--- config.mk ---
export PLATFORM = sky130hd
export DESIGN_NAME = bcd_display_ctrl
export DESIGN_NICKNAME = d
export VERILOG_FILES = /design/src/rtl/display_pkg.sv /design/src/rtl/seg7_decode.sv /design/src/rtl/bcd_display_ctrl.sv
export SDC_FILE = /design/constraint.sdc
export NUM_CORES = 1
export LEC_CHECK = 0
export ABC_AREA = 1
export CAP_MARGIN = 30
export CORE_MARGIN = 2
export CORE_UTILIZATION = 42
export CTS_CLUSTER_DIAMETER = 100
export DETAILED_ROUTE_END_ITERATION = 10
export GPL_TIMING_DRIVEN = 0
export PLACE_DENSITY = 0.67
export RECOVER_POWER = 50
export SLEW_MARGIN = 20
export SYNTH_ARGS = -nofsm -noshare
export SYNTH_HDL_FRONTEND = slang
export SYNTH_SLANG_ARGS = --single-unit
--- constraint.sdc ---
create_clock -name CLK -period 2.4 [get_ports CLK]
set_clock_uncertainty 0.1 [all_clocks]
set_input_delay 0.48 -clock CLK [delete_from_list [all_inputs] [get_ports CLK]]
set_output_delay 0.48 -clock CLK [all_outputs]
set_load 0.02 [all_outputs]
--- src/rtl/display_pkg.sv ---
// Shared types and constants for the BCD seven-segment display controller:
// FSM encoding, active-low segment patterns, DP bit index and BCD helpers.
package display_pkg;

    typedef enum logic [1:0] {
        ST_IDLE = 2'd0,
        ST_CONV = 2'd1,
        ST_DONE = 2'd2
    } state_e;

    // Active-low segments, bit7 = DP (off), bits6:0 = g..a
    localparam logic [7:0] SEG_0     = 8'b1100_0000;
    localparam logic [7:0] SEG_1     = 8'b1111_1001;
    localparam logic [7:0] SEG_2     = 8'b1010_0100;
    localparam logic [7:0] SEG_3     = 8'b1011_0000;
    localparam logic [7:0] SEG_4     = 8'b1001_1001;
    localparam logic [7:0] SEG_5     = 8'b1001_0010;
    localparam logic [7:0] SEG_6     = 8'b1000_0010;
    localparam logic [7:0] SEG_7     = 8'b1111_1000;
    localparam logic [7:0] SEG_8     = 8'b1000_0000;
    localparam logic [7:0] SEG_9     = 8'b1001_0000;
    localparam logic [7:0] SEG_BLANK = 8'hFF;

    localparam int DP_BIT = 7;

    // Digit code reserved for an unlit digit
    localparam logic [3:0] DIG_BLANK = 4'hF;

    // Double-dabble correction applied to a nibble before each shift
    function automatic logic [3:0] dd_adj(input logic [3:0] n);
        return (n >= 4'd5) ? n + 4'd3 : n;
    endfunction

endpackage

--- src/rtl/seg7_decode.sv ---
// Digit to active-low seven-segment decoder with decimal-point control.
// Ports: dig_i (BCD digit, 4'hF = blank), dp_i (1 = light DP), seg_o.
module seg7_decode
    import display_pkg::*;
(
    input  logic [3:0] dig_i,
    input  logic       dp_i,
    output logic [7:0] seg_o
);

    logic [7:0] base;

    always_comb begin
        base = SEG_BLANK;
        unique case (dig_i)
            4'd0:    base = SEG_0;
            4'd1:    base = SEG_1;
            4'd2:    base = SEG_2;
            4'd3:    base = SEG_3;
            4'd4:    base = SEG_4;
            4'd5:    base = SEG_5;
            4'd6:    base = SEG_6;
            4'd7:    base = SEG_7;
            4'd8:    base = SEG_8;
            4'd9:    base = SEG_9;
            default: base = SEG_BLANK;
        endcase
    end

    // A blank digit stays fully dark even if a sign is pending
    always_comb begin
        seg_o = base;
        if (base != SEG_BLANK)
            seg_o[DP_BIT] = ~dp_i;
    end

endmodule

--- src/rtl/bcd_display_ctrl.sv ---
// Two-channel round-robin binary-to-BCD display controller driving HEX5..HEX0.
// Ports: CLK, RST_N, A/B_REQ, A/B_VAL, A/B_ACK, BUSY, HEX0..HEX5.
// Build option SIGNED_DISP_EN: show two's-complement magnitude, sign on MS DP.
module bcd_display_ctrl
    import display_pkg::*;
#(
    parameter int WIDTH = 8,
    parameter int NDIG  = 3
) (
    input  logic             CLK,
    input  logic             RST_N,
    input  logic             A_REQ,
    input  logic [WIDTH-1:0] A_VAL,
    output logic             A_ACK,
    input  logic             B_REQ,
    input  logic [WIDTH-1:0] B_VAL,
    output logic             B_ACK,
    output logic             BUSY,
    output logic [7:0]       HEX0,
    output logic [7:0]       HEX1,
    output logic [7:0]       HEX2,
    output logic [7:0]       HEX3,
    output logic [7:0]       HEX4,
    output logic [7:0]       HEX5
);

    localparam int BW = 4 * NDIG;
    localparam int CW = $clog2(WIDTH);

    state_e           state_q, state_d;
    logic             last_b_q, last_b_d;
    logic             cur_b_q, cur_b_d;
    logic             neg_q, neg_d;
    logic [WIDTH-1:0] bin_q, bin_d;
    logic [BW-1:0]    bcd_q, bcd_d;
    logic [CW-1:0]    cnt_q, cnt_d;
    logic [BW-1:0]    a_dig_q, a_dig_d;
    logic [BW-1:0]    b_dig_q, b_dig_d;
    logic             a_neg_q, a_neg_d;
    logic             b_neg_q, b_neg_d;

    logic             pick_b;
    logic [WIDTH-1:0] sel_val;
    logic [WIDTH-1:0] mag;
    logic             val_neg;
    logic [BW-1:0]    bcd_adj;
    logic [BW+WIDTH-1:0] shf;

    // On a tie the channel not served last wins; pointer resets to B
    always_comb begin
        pick_b  = B_REQ && (!A_REQ || !last_b_q);
        sel_val = pick_b ? B_VAL : A_VAL;
`ifdef SIGNED_DISP_EN
        val_neg = sel_val[WIDTH-1];
        mag     = val_neg ? -sel_val : sel_val;
`else
        val_neg = 1'b0;
        mag     = sel_val;
`endif
    end

    always_comb begin
        bcd_adj = '0;
        for (int i = 0; i < NDIG; i++)
            bcd_adj[4*i +: 4] = dd_adj(bcd_q[4*i +: 4]);
        shf = {bcd_adj, bin_q} << 1;
    end

    always_comb begin
        state_d  = state_q;
        last_b_d = last_b_q;
        cur_b_d  = cur_b_q;
        neg_d    = neg_q;
        bin_d    = bin_q;
        bcd_d    = bcd_q;
        cnt_d    = cnt_q;
        a_dig_d  = a_dig_q;
        b_dig_d  = b_dig_q;
        a_neg_d  = a_neg_q;
        b_neg_d  = b_neg_q;
        unique case (state_q)
            ST_IDLE: begin
                if (A_REQ || B_REQ) begin
                    cur_b_d = pick_b;
                    neg_d   = val_neg;
                    bin_d   = mag;
                    bcd_d   = '0;
                    cnt_d   = '0;
                    state_d = ST_CONV;
                end
            end
            ST_CONV: begin
                bin_d = shf[WIDTH-1:0];
                bcd_d = shf[WIDTH +: BW];
                cnt_d = cnt_q + CW'(1);
                // Digits land on the last shift so they show during DONE
                if (cnt_q == CW'(WIDTH - 1)) begin
                    state_d = ST_DONE;
                    if (cur_b_q) begin
                        b_dig_d = shf[WIDTH +: BW];
                        b_neg_d = neg_q;
                    end else begin
                        a_dig_d = shf[WIDTH +: BW];
                        a_neg_d = neg_q;
                    end
                end
            end
            ST_DONE: begin
                last_b_d = cur_b_q;
                state_d  = ST_IDLE;
            end
            default: state_d = ST_IDLE;
        endcase
    end

    always_ff @(posedge CLK or negedge RST_N) begin
        if (!RST_N) begin
            state_q  <= ST_IDLE;
            last_b_q <= 1'b1;
            cur_b_q  <= 1'b0;
            neg_q    <= 1'b0;
            bin_q    <= '0;
            bcd_q    <= '0;
            cnt_q    <= '0;
            a_dig_q  <= {NDIG{DIG_BLANK}};
            b_dig_q  <= {NDIG{DIG_BLANK}};
            a_neg_q  <= 1'b0;
            b_neg_q  <= 1'b0;
        end else begin
            state_q  <= state_d;
            last_b_q <= last_b_d;
            cur_b_q  <= cur_b_d;
            neg_q    <= neg_d;
            bin_q    <= bin_d;
            bcd_q    <= bcd_d;
            cnt_q    <= cnt_d;
            a_dig_q  <= a_dig_d;
            b_dig_q  <= b_dig_d;
            a_neg_q  <= a_neg_d;
            b_neg_q  <= b_neg_d;
        end
    end

    assign A_ACK = (state_q == ST_DONE) && !cur_b_q;
    assign B_ACK = (state_q == ST_DONE) &&  cur_b_q;
    assign BUSY  = (state_q != ST_IDLE);

    seg7_decode u_hex5 (.dig_i(a_dig_q[11:8]), .dp_i(a_neg_q), .seg_o(HEX5));
    seg7_decode u_hex4 (.dig_i(a_dig_q[7:4]),  .dp_i(1'b0),    .seg_o(HEX4));
    seg7_decode u_hex3 (.dig_i(a_dig_q[3:0]),  .dp_i(1'b0),    .seg_o(HEX3));
    seg7_decode u_hex2 (.dig_i(b_dig_q[11:8]), .dp_i(b_neg_q), .seg_o(HEX2));
    seg7_decode u_hex1 (.dig_i(b_dig_q[7:4]),  .dp_i(1'b0),    .seg_o(HEX1));
    seg7_decode u_hex0 (.dig_i(b_dig_q[3:0]),  .dp_i(1'b0),    .seg_o(HEX0));

endmodule

## Yosys cells after proc, flatten, opt, wreduce, memory -nomap -nowiden

Memory sizes are Yosys's and may differ from the RTL's.
Cells that the tools add are included.

| operators by class | value |
|---|---|
| mux-type cells | 19 |
| $lt $le $gt $ge | 3 |
| reduce and logical (&&, ||, !) cells | 16 |
| $add $sub $neg | 4 |
| bitwise logic cells | 1 |
| eq/ne operators | 11 |

Operators with widths:

| kind | count |
|---|---|
| $ne A8 B8 Y1 const B | 6 |
| $pmux W12 S2 | 1 |
| $mux W8 | 2 |
| $pmux W8 S2 | 1 |
| $ge A4 B3 Y1 const B | 3 |
| $mux W12 | 1 |
| $add A4 B2 Y4 const B | 2 |
| $mux W4 | 2 |
| $mux W1 | 6 |
| $mux W3 | 2 |
| $pmux W3 S2 | 1 |
| $reduce_and A2 Y1 | 3 |
| $reduce_and A3 Y1 | 2 |
| $mux W2 | 2 |
| $ne A2 B2 Y1 const B | 2 |
| $pmux W2 S2 | 1 |
| $reduce_bool A2 Y1 | 2 |
| $add A3 B1 Y3 const B | 1 |
| $add A3 B2 Y3 const B | 1 |
| $eq A3 B3 Y1 const B | 1 |
| $logic_and A1 B1 Y1 | 3 |
| $logic_not A1 Y1 | 3 |
| $eq A2 B1 Y1 const B | 1 |
| $eq A2 B2 Y1 const B | 1 |
| 3 further kinds | 4 |

| storage, ports and cells | value |
|---|---|
| memories kept | 6 |
| memory bits (read-only) | 672 |
| flip-flop bits (word level) | 51 |
| word-level logic and storage cells | 68 |

Memory list:

| memory | words | bits a word | read ports | clocked after Yosys merged registers in | write ports | RTL line | text |
|---|---|---|---|---|---|---|---|
| (no name shown) | 16 | 7 | 1 | 0 | 0 | seg7_decode.sv:15 | `unique case (dig_i)` |
| (no name shown) | 16 | 7 | 1 | 0 | 0 | seg7_decode.sv:15 |  |
| (no name shown) | 16 | 7 | 1 | 0 | 0 | seg7_decode.sv:15 |  |
| (no name shown) | 16 | 7 | 1 | 0 | 0 | seg7_decode.sv:15 |  |
| (no name shown) | 16 | 7 | 1 | 0 | 0 | seg7_decode.sv:15 |  |
| (no name shown) | 16 | 7 | 1 | 0 | 0 | seg7_decode.sv:15 |  |

## Logic depth before layout (Yosys ltp)

Gate-level depths: netlist of the first run.

| logic depth | value |
|---|---|
| depth in word-level cells | 6 |
| mapped depth | 9 |

## Modules after synthesis

Synthesis of the first run repeated with hierarchy kept, for this count alone.

| unflattened totals | value |
|---|---|
| cells, all modules | 501 |
| area total of the unflattened synthesis | 3674.8 µm² |

Modules (own cells, without submodules):

| module | area an instance (µm²) | instances | cells an instance |
|---|---|---|---|
| bcd_display_ctrl | 2547.4 | 1 | 302 |
| seg7_decode at u_hex0 ... | 186.4 | 4 | 33 |
| seg7_decode at u_hex1 | 197.7 | 1 | 34 |
| seg7_decode at u_hex2 | 183.9 | 1 | 33 |

## Worst setup path before layout of the first run

Ideal clock, no wire load.

| timing | value |
|---|---|
| path kind | flip-flop to output port |
| start | reg a_dig_q[8] |
| end | out HEX5[3] |
| path slack | 0.336 ns |
| arrival | 1.484 ns |
| path buffers | 0 |
| required time | 1.820 ns |
| cell stages (with the launch flop) | 6 |
| path through | dfstp_2 > inv_1 > ha_1 > nand2_1 > inv_1 > o21ai_0 |

| on the way | value |
|---|---|
| word-level cells in the longest chain between the ends | 1 |

RTL lines:

| element | RTL line | text |
|---|---|---|
| from (decl) | bcd_display_ctrl.sv:37 | `logic [BW-1:0] a_dig_q, a_dig_d;` |
| from (signal assigned) | bcd_display_ctrl.sv:125 | `a_dig_q <= {NDIG{DIG_BLANK}};` |
| from (signal assigned) | bcd_display_ctrl.sv:137 | `a_dig_q <= a_dig_d;` |
| $mem_v2 Z16 W7 | -- |  |
| to (decl) | bcd_display_ctrl.sv:24 | `output logic [7:0] HEX5` |

No other way between the ends.

## Worst setup path in the final report of the first run

| timing | value |
|---|---|
| start | reg b_dig_q[8] |
| end | out HEX2[1] |

| on the way | value |
|---|---|
| word-level cells in the longest chain between the ends | 1 |

RTL lines:

| element | RTL line | text |
|---|---|---|
| from (decl) | bcd_display_ctrl.sv:38 | `logic [BW-1:0] b_dig_q, b_dig_d;` |
| from (signal assigned) | bcd_display_ctrl.sv:126 | `b_dig_q <= {NDIG{DIG_BLANK}};` |
| from (signal assigned) | bcd_display_ctrl.sv:138 | `b_dig_q <= b_dig_d;` |
| $mem_v2 Z16 W7 | -- |  |
| to (decl) | bcd_display_ctrl.sv:21 | `output logic [7:0] HEX2,` |

No other way between the ends.

==> flow_metrics.env, run 1 <==
export IMPL_status="completed"
export IMPL_hold_path_class="input pin to asynchronous set/reset pin"
export IMPL_cts_tree="built"
export IMPL_rsz0062_at_grt="true"
export IMPL_final_nets=618
export IMPL_pre_cts_slack_ns=-0.03308
export IMPL_wirelength_um=7828
export IMPL_yosys_warnings=0
export IMPL_dr_pass1_iters=5
export IMPL_synth_common_cells="nand2_1, o21ai_0, inv_1"
export IMPL_final_cells=666
export IMPL_crit_top_cell="nand2_1"
export IMPL_max_freq_mhz=433.3
export IMPL_die_y_um=96.31
export IMPL_antenna_cells=0
export IMPL_avgSynthCellArea_um2=7.363
export IMPL_synth_top_cell_by_area="dfstp_2"
export IMPL_crit_required_ns=1.82
export IMPL_crit_path_max_fanout=5
export IMPL_ios=71
export IMPL_gp_congestion=0.8397
export IMPL_vias=3218
export IMPL_cp_slowest_cell="dfstp_2"
export IMPL_maxSlewViolCount=0
export IMPL_r2r_start="cnt_q[0]"
export IMPL_initial_utilization_pct=43.33
export IMPL_worstSetupEndpointType="output port"
export IMPL_ant_nets=0
export IMPL_htreeDepth=2
export IMPL_drive_gt1_share_pct=14.26
export IMPL_drcViolationCount=0
export IMPL_layout_min_cycle_time_ns=2.308
export IMPL_yosysMostFrequentCell="nand2_1"
export IMPL_p_leak_uw=0.002271
export IMPL_syn_to_final_growth_pct=20.91
export IMPL_seq_area_frac_synth_pct=36.54
export IMPL_synth_edf_count=0
export IMPL_die_area_um2=9275
export IMPL_clkTransAtPathRegs_ns=0.10
export IMPL_placementRows=33
export IMPL_critical_path_top_delay_family="flip-flops"
export IMPL_synth_cell_types=25
export IMPL_fin_crit_sh_pct=96.16
export IMPL_path_buf_inv=2
export IMPL_ir_drop_v=0.0004173
export IMPL_slowest_delay_ns=0.58
export IMPL_grt_pass1_wl_um=12940
export IMPL_dp_cells=660
export IMPL_via_per_inst=4.832
export IMPL_syn_area_um2=3578
export IMPL_synth_area_leaders="dfstp_2, dfrtp_1, nand2_1, ha_1, o21ai_0"
export IMPL_yosys_area_top_type_share_pct=18.36
export IMPL_wl_per_cell_um=11.75
export IMPL_portBuffers=63
export IMPL_grt_max_degree=28
export IMPL_cts_root_buf="clkbuf_8"
export IMPL_fin_ws_ns=0.09204
export IMPL_cp_cell_sequence="inv_1, ha_1, nand2_1, nand2_1, dlygate4sd2_1"
export IMPL_cts_sinks=51
export IMPL_startpoint="b_dig_q[8]"
export IMPL_grt_pass1_vias=2925
export IMPL_hpwlAfterDp_um=5880
export IMPL_synthArstFlopShare_pct=100.0
export IMPL_hold_viol_final=0
export IMPL_synthFlopType="dfrtp_1"
export IMPL_drtIter0Drc=130
export IMPL_core_area_um2=8258
export IMPL_cts_hold_buf=0
export IMPL_path_class="flop to output port"
export IMPL_syn_inst=486
export IMPL_synth_seq_cells=51
export IMPL_groute_usage_overall_pct=17.39
export IMPL_finalSetupViolations=0
export IMPL_cts_buffers=5
export IMPL_drv_cap=0
export IMPL_tightest_slew_ns=1.426
export IMPL_antenna_found_initial=0
export IMPL_die_x_um=96.31
export IMPL_cts_buffer_depth=2
export IMPL_grt_overflow=0
export IMPL_clock_latency_ns=0.31
export IMPL_crit_arrival_ns=1.73
export IMPL_relSlewSlack_pct=4.950
export IMPL_utilization_pct=52.39
export IMPL_crit_path_start_kind="flop"
export IMPL_power_density_nw_per_um2=1457
-- metal layers --
metal	wire length (um)	GRT usage, %	vias to the layer above	share of wire [%]
met3	361	2.819	4	4.6
met2	3819	30.03	75	49
met1	3615	23.39	1459	46
met5	0	0	-	0
met4	31	2.700	0	0.40
li1	-	-	1680	-
-- worst paths after layout --
check                                   to  slack (ns)  cells after the start
worst min-delay path              bcd_q[8]        0.38                      1
worst max-delay path               HEX2[1]        0.09                      5
worst max register to register  a_dig_q[8]        0.42                      7
worst min register to register    cnt_q[1]        0.38                      2
max in group asynchronous       state_q[1]        0.51                      2
min in group CLK                  cnt_q[1]        0.38                      2
-- placed cells by master (no fill, tap or decap), types with 2 or more instances in the layout --
master | netlist | layout
nand3_1 | 47 | 47
dfrtp_1 | 26 | 26
ha_1 | 38 | 38
buf_2 | 3 | 8
clkdlybuf4s50_1 | 0 | 19
buf_4 | 8 | 13
clkbuf_8 | 0 | 6
nand4_1 | 4 | 4
o21ai_0 | 68 | 63
nand2_1 | 135 | 135
clkdlybuf4s15_1 | 0 | 3
o21ai_1 | 8 | 13
clkbuf_1 | 7 | 4
dlygate4sd2_1 | 0 | 16
conb_1 | 1 | 6
nor2_1 | 25 | 26
nand3b_1 | 7 | 7
dfstp_2 | 25 | 25
clkbuf_2 | 0 | 16
buf_6 | 2 | 2
nand2_4 | 2 | 2
inv_1 | 64 | 64
a21oi_1 | 7 | 7
-- registers in the layout, summed over array words and instances (netlist names) --
name,cells
cnt_q,3
last_b_q,1
state_q,2
cur_b_q,1
bcd_q,12
a_dig_q,12
bin_q,8
b_dig_q,12
-- what timing repair did --
action,4_1_cts,5_1_grt
setup buffers,0,4
gates cloned,0,0
hold endpoints to repair,0,0
setup endpoints to repair,42,26
gates resized for setup,71,60
-- layout make-up --
type / count / area, um2
plain buffers: 14 / 93.84
clock buffers: 7 / 107.6
clock inverters: 1 / 5.005
fillers: 829 / 3931
inverters: 66 / 249.0
multi-input cells: 354 / 1901
flip-flops and latches: 51 / 1308
well taps: 105 / 131.4
repair buffers: 68 / 531.8
-- through the flow --
step | hold slack, ns | power [uW] | area (um2) | TNS, ns
5_1_grt | 0.4076 | 6966 | 4327 | -0.05591
3_3_place_gp | 0.3600 | 6091 | 4359 | -21.85
3_5_place_dp | 0.3670 | 6212 | 4374 | -0.04715
2_1_floorplan | 0.08441 | 4478 | 3597 | 0
6_report | 0.3819 | 6305 | 4327 | 0
4_1_cts | 0.09365 | 6389 | 4409 | 0
-- power breakdown --
part	internal (uW)	total [uW]	switching [uW]
clock network	296	595	299
logic	1390	3900	2510
registers	1380	1810	424
-- worst register-to-register path, stage by stage, from the launching register on --
cell      delay (ns)
dfrtp_1         0.39
ha_1            0.17
ha_1            0.16
inv_1           0.07
nor3_2          0.28
clkbuf_1        0.46
nand3_1         0.19
nand2_1         0.10
-- cells by family after synthesis --
group | Yosys count | share of synthesized area (%)
compound gates | 85 | 12.03
fa+ha+maj | 38 | 13.29
other cells | 1 | 0.1048
flops | 51 | 36.54
simple gates | 225 | 27.52
buf+inv | 86 | 10.52
No activity file was read; power rests on OpenSTA's default activity.
==> run 2, diff against run 1 <==
--- a/config.mk
+++ b/config.mk
@@ -14,6 +14,7 @@
 export GPL_TIMING_DRIVEN = 0
 export PLACE_DENSITY = 0.67
 export RECOVER_POWER = 50
+export REMOVE_ABC_BUFFERS = 1
 export SLEW_MARGIN = 20
 export SYNTH_ARGS = -nofsm -noshare
 export SYNTH_HDL_FRONTEND = slang
==> run 2 against run 1 <==
Utilization fell by 0.48 points; fmax fell by 0.69%; worst hold slack got worse by 0.077 ns; setup slack got worse by 0.016 ns; critical path depth did not move; power rose by 0.29%; die area did not move; non-clock buffer count fell by 10; final area fell by 0.93%; largest power group unchanged.
==> flow_metrics.env, run 2 (same netlist as run 1, synthesis figures left out) <==
export IMPL_crit_top_cell="o21ai_0"
export IMPL_grt_pass1_wl_um=12700
export IMPL_layout_common_cells="nand2_1, inv_1, o21ai_0, nand3_1, ha_1"
export IMPL_initial_utilization_pct=43.33
export IMPL_antenna_found_initial=0
export IMPL_cts_tree="built"
export IMPL_die_x_um=96.31
export IMPL_cts_root_buf="clkbuf_8"
export IMPL_antenna_cells=0
export IMPL_vias=3164
export IMPL_cts_sinks=51
export IMPL_met3_usage_pct=2.741
export IMPL_final_cells=656
export IMPL_cts_hold_buf=0
export IMPL_path_buf_inv=2
export IMPL_grt_overflow=0
export IMPL_utilization_pct=51.91
export IMPL_drv_cap=0
export IMPL_fin_total_pwr_uw=6323
export IMPL_core_area_um2=8258
export IMPL_relSlewSlack_pct=19.04
export IMPL_reg_top3="a_dig_q: 12 flops, b_dig_q: 12 flops, bcd_q: 12 flops"
export IMPL_fillerInstances=830
export IMPL_drive_gt1_share_pct=12.89
export IMPL_regArea_um2=1308
export IMPL_wirelength_um=7382
export IMPL_crit_path_max_fanout=4
export IMPL_max_freq_mhz=430.3
export IMPL_final_nets=608
export IMPL_worstReg2RegEnd="a_dig_q[8]"
export IMPL_hpwlAfterDp_um=5409
export IMPL_multiInputGateArea_um2=1902
export IMPL_cts_buffers=5
export IMPL_die_y_um=96.31
export IMPL_setup_tns_ns=0
export IMPL_htreeDepth=2
export IMPL_cp_slowest_cell="dfstp_2"
export IMPL_crit_required_ns=1.82
export IMPL_hold_viol_final=0
export IMPL_crit_path_start_kind="flop"
export IMPL_slowest_delay_ns=0.58
export IMPL_gp_congestion=0.8443
export IMPL_grt_max_degree=52
export IMPL_rr_worst_depth=6
export IMPL_ant_nets=0
export IMPL_critical_path_top_delay_family="flip-flops"
export IMPL_met2_usage_pct=29.40
export IMPL_grt_pass1_vias=2923
export IMPL_ir_drop_v=0.0005025
export IMPL_stdcell_area_um2=4287
export IMPL_die_area_um2=9275
export IMPL_clock_latency_ns=0.31
export IMPL_cp_cell_sequence="buf_4, ha_1, o21ai_0, o21ai_0, dlygate4sd2_1"
export IMPL_regToRegSetupSlack_ns=0.44
export IMPL_drtIter0Drc=166
export IMPL_drcViolationCount=0
export IMPL_placementRows=33
export IMPL_r2r_start="cnt_q[0]"
export IMPL_maxSlewViolCount=0
export IMPL_path_class="flop to output port"
export IMPL_layout_min_cycle_time_ns=2.324
export IMPL_grt_busiest_layer="met2"
export IMPL_cts_buffer_depth=2
export IMPL_status="completed"
export IMPL_worstSetupEndpointType="output port"
export IMPL_final_common_cell="nand2_1"
export IMPL_portBuffers=64
export IMPL_dr_pass1_iters=4
export IMPL_wl_per_cell_um=11.25
export IMPL_crit_arrival_ns=1.74
export IMPL_via_per_inst=4.823
export IMPL_dp_cells=640
export IMPL_clkTransAtPathRegs_ns=0.10
export IMPL_finalSetupViolations=0
export IMPL_dpl_instance_area_um2=4243
export IMPL_tightest_slew_ns=1.214
export IMPL_power_density_nw_per_um2=1475
export IMPL_fin_crit_sh_pct=96.83
export IMPL_syn_to_final_growth_pct=19.79
export IMPL_ios=71
export IMPL_p_leak_uw=0.002248
export IMPL_met1_usage_pct=22.50
export IMPL_hold_path_class="input pin to asynchronous set/reset pin"
export IMPL_groute_usage_overall_pct=17.04
run 2: per-stage QoR:
step | worst slack [ns] | hold WS (ns)
4_1_cts | 0.001664 | 0.1041
2_1_floorplan | 0.3370 | 0.08441
3_5_place_dp | -0.05690 | 0.3658
6_report | 0.07611 | 0.3053
5_1_grt | -0.001543 | 0.4159
3_3_place_gp | -0.7199 | 0.3620
run 2: area by class of cell:
type                       count  area share [%]
clock inverter                 2          0.8173
tap                          105           3.065
clock buffer                   6           1.926
sequential                    51           30.50
multi-input combinational    354           44.37
inverter                      66           5.867
timing repair buffer          72           13.46
run 2: report_power, final:
group	switching [uW]	internal [uW]	total, uW
Clock	285	338	623
Sequential	404	1380	1790
Combinational	2510	1410	3910
run 2: worst reg2reg max path, delay by kind of cell, from the launching register on:
kind,cells,cell delay [ns]
adders and majority gates,2,0.33
and+or+nand+nor,3,1.01
buffers and inverters,1,0.08
DFF,1,0.38
run 2: worst max-delay path by stage:
stage,startpoint,cells past startpoint,endpoint,slack [ns]
6_report,b_dig_q[8],5,HEX2[6],0.08
5_1_grt,b_dig_q[8],5,HEX2[6],-0.002
4_1_cts,a_dig_q[4],6,HEX4[3],0.002
3_5_place_dp,a_dig_q[1],6,HEX3[3],-0.06
3_3_place_gp,RST_N,1,bcd_q[2],-0.72
2_1_floorplan,a_dig_q[8],5,HEX5[3],0.34
run 2: layer usage:
metal / up-vias / wire length [um]
met5: - / 0
li1: 1667 / -
met4: 0 / 80
met2: 66 / 3431
met1: 1422 / 3517
met3: 9 / 352
run 2: repair_timing:
item / in CTS / in global routing
setup endpoints to repair: 42 / 28
gates resized for setup: 73 / 59
setup buffers: 0 / 8
